[src/rtl/masked_pipe_pkg.sv]
// masked_pipe_pkg: shared constants and helpers for the masked pipeline.
//   INV_OFF / INV_ON : values for the INVERT parameter
//   lvl_w()          : width of the occupancy count for a given depth
//   params_ok()      : parameter legality, checked at elaboration by the top
package masked_pipe_pkg;

  localparam int INV_OFF = 0;
  localparam int INV_ON  = 1;

  // Occupancy ranges 0..STAGES inclusive.
  function automatic int lvl_w(input int stages);
    return $clog2(stages + 1);
  endfunction

  function automatic bit params_ok(input int width, input int stages,
                                   input int mask_stage, input int invert);
    return (width >= 1) && (stages >= 2) &&
           (mask_stage >= 1) && (mask_stage <= stages - 1) &&
           (invert == INV_OFF || invert == INV_ON);
  endfunction

endpackage

[src/rtl/masked_pipe_stage.sv]
// masked_pipe_stage: one valid/data register slice of the elastic pipe.
//   clk   : clock (rising edge)
//   rb    : synchronous active-low reset, clears valid and data
//   load  : a word arrives this cycle; take din and become valid
//   din   : incoming word
//   hold  : this slice is not handing its word downstream
//   clear : flush; drop the valid bit, data left as-is
//   v, d  : registered valid bit and data
module masked_pipe_stage #(
  parameter int WIDTH = 8
) (
  input  logic             clk,
  input  logic             rb,
  input  logic             load,
  input  logic [WIDTH-1:0] din,
  input  logic             hold,
  input  logic             clear,
  output logic             v,
  output logic [WIDTH-1:0] d
);

  always_ff @(posedge clk) begin
    if (!rb) begin
      v <= 1'b0;
      d <= '0;
    end else if (clear) begin
      v <= 1'b0;
    end else if (load) begin
      v <= 1'b1;
      d <= din;
    end else if (!hold) begin
      // word left downstream and nothing replaced it
      v <= 1'b0;
    end
  end

endmodule

[src/rtl/masked_pipe.sv]
// masked_pipe: STAGES-deep elastic register pipe; the word is ANDed (or
// NANDed when INVERT=INV_ON) with b as it moves from slice MASK_STAGE to
// slice MASK_STAGE+1.
//   clk, rb              : clock, synchronous active-low reset
//   flush                : drop all in-flight words at the next edge
//   in_valid/in_ready/a  : upstream handshake and word
//   b                    : mask operand, used combinationally at transfer
//   out_valid/out_ready/y: downstream handshake and word (registered)
//   level                : number of valid slices
module masked_pipe
  import masked_pipe_pkg::*;
#(
  parameter int WIDTH      = 8,
  parameter int STAGES     = 2,
  parameter int MASK_STAGE = 1,
  parameter int INVERT     = INV_OFF
) (
  input  logic                       clk,
  input  logic                       rb,
  input  logic                       flush,
  input  logic                       in_valid,
  output logic                       in_ready,
  input  logic [WIDTH-1:0]           a,
  input  logic [WIDTH-1:0]           b,
  output logic                       out_valid,
  input  logic                       out_ready,
  output logic [WIDTH-1:0]           y,
  output logic [lvl_w(STAGES)-1:0]   level
);

  localparam int LW = lvl_w(STAGES);

  if (!params_ok(WIDTH, STAGES, MASK_STAGE, INVERT)) begin : g_bad_params
    $error("masked_pipe: illegal WIDTH/STAGES/MASK_STAGE/INVERT");
  end

  logic [STAGES:1]            v, adv, load;
  logic [STAGES:1][WIDTH-1:0] d, din;
  logic [WIDTH-1:0]           mk;

  // Advance chain walks from the tail back so a stalled tail only blocks
  // the slices directly behind it; bubbles further up still collapse.
  always_comb begin
    adv         = '0;
    adv[STAGES] = v[STAGES] & out_ready;
    for (int i = STAGES - 1; i >= 1; i--)
      adv[i] = v[i] & (~v[i+1] | adv[i+1]);
  end

  assign in_ready = ~flush & (~v[1] | adv[1]);

  // b is deliberately unregistered: the value on the crossing cycle wins.
  assign mk = (INVERT == INV_ON) ? ~(d[MASK_STAGE] & b) : (d[MASK_STAGE] & b);

  always_comb begin
    load    = '0;
    din     = '0;
    load[1] = in_valid & in_ready;
    din[1]  = a;
    for (int i = 2; i <= STAGES; i++) begin
      load[i] = adv[i-1];
      din[i]  = (i - 1 == MASK_STAGE) ? mk : d[i-1];
    end
  end

  for (genvar i = 1; i <= STAGES; i++) begin : g_stage
    masked_pipe_stage #(.WIDTH(WIDTH)) u_stage (
      .clk   (clk),
      .rb    (rb),
      .load  (load[i]),
      .din   (din[i]),
      .hold  (~adv[i]),
      .clear (flush),
      .v     (v[i]),
      .d     (d[i])
    );
  end

  assign out_valid = v[STAGES];
  assign y         = d[STAGES];

  always_comb begin
    level = '0;
    for (int i = 1; i <= STAGES; i++)
      level = level + LW'(v[i]);
  end

endmodule

[config.mk]
export PLATFORM = sky130hd
export DESIGN_NAME = masked_pipe
export DESIGN_NICKNAME = d
export VERILOG_FILES = /design/src/rtl/masked_pipe_pkg.sv /design/src/rtl/masked_pipe_stage.sv /design/src/rtl/masked_pipe.sv
export SDC_FILE = /design/constraint.sdc
export NUM_CORES = 1
export LEC_CHECK = 0
export CELL_PAD_IN_SITES_DETAIL_PLACEMENT = 0
export CELL_PAD_IN_SITES_GLOBAL_PLACEMENT = 2
export CORE_MARGIN = 10
export CORE_UTILIZATION = 25
export CTS_BUF_LIST = sky130_fd_sc_hd__clkbuf_4 sky130_fd_sc_hd__clkbuf_8
export DETAILED_ROUTE_END_ITERATION = 16
export PLACE_DENSITY = 0.84
export SLEW_MARGIN = 25
export SYNTH_ARGS = -nofsm -noshare
export SYNTH_HDL_FRONTEND = slang
export SYNTH_HIERARCHICAL = 1
export SYNTH_SLANG_ARGS = --single-unit
[constraint.sdc]
create_clock -name clk -period 1.3 [get_ports clk]
set_input_delay 0.26 -clock clk [delete_from_list [all_inputs] [get_ports clk]]
set_output_delay 0.26 -clock clk [all_outputs]
set_load 0.02 [all_outputs]
==> results.md <==
- Outcome: finished with violations
- Failing checks: setup timing
- Slew at the pin with the worst max-slew slack: 0.2189 ns
- Initial drt markers: 54
- Synth Area in XOR/XNOR: 0%
- Die height: 78.94 µm
- Global-route wire length before repair: 3.456 mm
- Post-DP HPWL: 1.616 mm
- Mux share of post-synthesis cell area: 18.44%
- Filler cells: 358
- Tot GR Track Use: 6.861%
- Max Buffers Root-to-Sink: 2
- Mapped cell area: 868.3 µm²
- Pleak: 0.0005415 µW
- Area growth from synthesis to layout: 55.76%
- Total die area: 6231 µm²
- Avg Cell Area, Syn: 9.238 µm²
- Root Driver: clkbuf_4
- Antenna violations before repair: 0
- Hold slack: 0.4559 ns
- Critical path class: reg -> out
- Commonest non-fill, non-tap cell in the layout: nand2_1
- Post-Synth Simple-Gate Area: 29.68%
- Post-Syn Instances: 94
- Routed len/inst: 11.18 µm
- Endpoints failing hold: 0
- Largest family of logic cells by synthesized area: simple AND/OR/NAND/NOR gates
- TritonCTS Sinks: 18
- Hold Crit Class: reg -> reg
- CTS HTree Levels: 1
- RSZ-0062 raised after global routing: true
- CTS tree: built
- Crit end category: primary output
- Die X: 78.94 µm
- Final period util: 107.2%
- Fin crit period: 1.393 ns
- Grt total ovfl: 0
- Synth unique cells: 13
- Setup TNS: -0.9932 ns
- Synth Area in Compound Gates: 1.153%
- Crit path max fanout: 3
- Final worst slack: -0.09303 ns
- Antenna viol nets, final: 0
- Crit path max-delay cell type: dfxtp_4
- 1st-pass router iterations: 4
- CP peak stage delay: 0.35 ns
- CP Launch Type: flop
- Worst-path clk slew: 0.09 ns
- Vias: 686
- GPL Wtd Cong: 0.7018
- CTS Hold Bufs: 0
- Syn_nets: 116
- Seq cells post-synth: 18
- Total routed wirelength: 2.013 mm
- Clock skew: 0.001884 ns
- Vias in the first global route: 760
- Most frequent cells in the layout: nand2_1 (34), clkdlybuf4s50_1 (19), mux2i_1 (16), dfxtp_1 (16), dlygate4sd2_1 (9)
- DRC viols: 0
- Layout cell share with drive strength beyond 1: 19.40%
- Post-Synth Adder-Cell Area: 1.441%
- Latest clock arrival within the worst-skew pair: 0.28 ns
- Slew Limit Fails: 0
- Via density: 3.811
- Worst Path Required: 1.04 ns
- Antenna diodes: 0
- Fin nets: 158
- Core area: 3337 µm²
- Seq/Total Area, Yosys: 41.50%
- Initial Util: 26.02%
- Pwr dens: 735.8 nW/µm²
- Largest net degree at the start of global routing: 35
- Crit path cell chain: buf_4 > ha_4 > buf_6
- Arr. time, crit path: 1.13 ns
- Slew HR: 85.46%
- IO Pins: 33
- Final setup viols: 19
- Fmax: 0.7179 GHz
- Max-cap viol count: 0
- Count of warnings emitted by yosys: 6
- Peak supply drop: 202.0 µV
- Port Buffer Count: 32
- # rows: 21
- CTS buffer count: 3
==> logic make-up after synthesis <==
group | count (synthesis)
buf+inv | 6
compound gates | 2
simple gates | 51
mux | 16
flops | 18
fa+ha+maj | 1
==> state kept, by name (all words and copies together) (netlist names) <==
signal and count:
g_stage.u_stage/v 2, g_stage.u_stage/d 16
==> where the power goes <==
group          switching, µW  leakage (µW)  total (µW)  internal [µW]
clock                    154     0.0000138         262            107
sequential              4.70      0.000147         565            560
combinational           60.7      0.000381         169            108
total                    220      0.000541         995            776
==> per-layer routing <==
metal	up-vias	share of wire (%)	track usage, %
li1	383	-	-
met1	289	42	7.111
met2	12	50	11.51
met3	2	6.0	2.590
met4	0	1.4	4.301
met5	-	0	0
==> synthesized netlist by cell type <==
master,n,area share (%)
a21oi_1,2,1.2
and2_1,9,6.5
and3b_1,1,1.0
buf_6,6,7.8
dfxtp_1,18,41
ha_1,1,1.4
mux2i_1,16,18
nand2_1,34,15
nand2b_1,1,0.72
nor2_1,1,0.43
nor2b_4,2,3.2
nor3b_1,2,1.7
nor3b_2,1,1.4
==> per-stage QoR <==
| step | area, µm² | util (%) | std cells | worst slack [ns] | total power (µW) |
|---|---|---|---|---|---|
| floorplan | 869.6 | - | 94 | 0.04118 | 651.8 |
| global placement | 1285 | 38.51 | 175 | -0.5663 | 739.8 |
| detailed placement | 1285 | 38.51 | 175 | -0.6305 | 741.6 |
| CTS | 1336 | 40.04 | 180 | -0.1206 | 1011 |
| global route | 1353 | 40.53 | 180 | -0.1721 | 1060 |
| finish | 1353 | 40.53 | 180 | -0.09303 | 995.2 |
==> final timing paths <==
kind | end | from | cells past startpoint | slack (ns)
max reg2reg | g_stage[1].u_stage/d[6] | g_stage[2].u_stage/v | 6 | -0.08
min | g_stage[2].u_stage/d[0] | g_stage[2].u_stage/d[0] | 2 | 0.46
max | level[0] | g_stage[2].u_stage/v | 3 | -0.09
min reg2reg | g_stage[2].u_stage/d[0] | g_stage[2].u_stage/d[0] | 2 | 0.46
==> worst max-delay path, delay by kind of cell, from the launching register on <==
kind | cells | cell delay, ns
DFF | 1 | 0.35
adders and majority gates | 1 | 0.25
buffers and inverters | 2 | 0.24
==> final cells by class <==
class | instances | area, µm² | area share [%]
Clock buffer | 3 | 22.52 | 1.665
Multi-Input combinational cell | 70 | 469.2 | 34.69
Sequential cell | 18 | 365.4 | 27.01
Tap cell | 46 | 57.56 | 4.255
Timing Repair Buffer | 43 | 437.9 | 32.38
==> timing repair <==
item,in CTS,in global routing
gates resized for setup,36,4
buffers inserted,2,0
endpoints found under the setup margin,28,20
pin swaps,2,1
No activity file was read; power rests on OpenSTA's default activity.
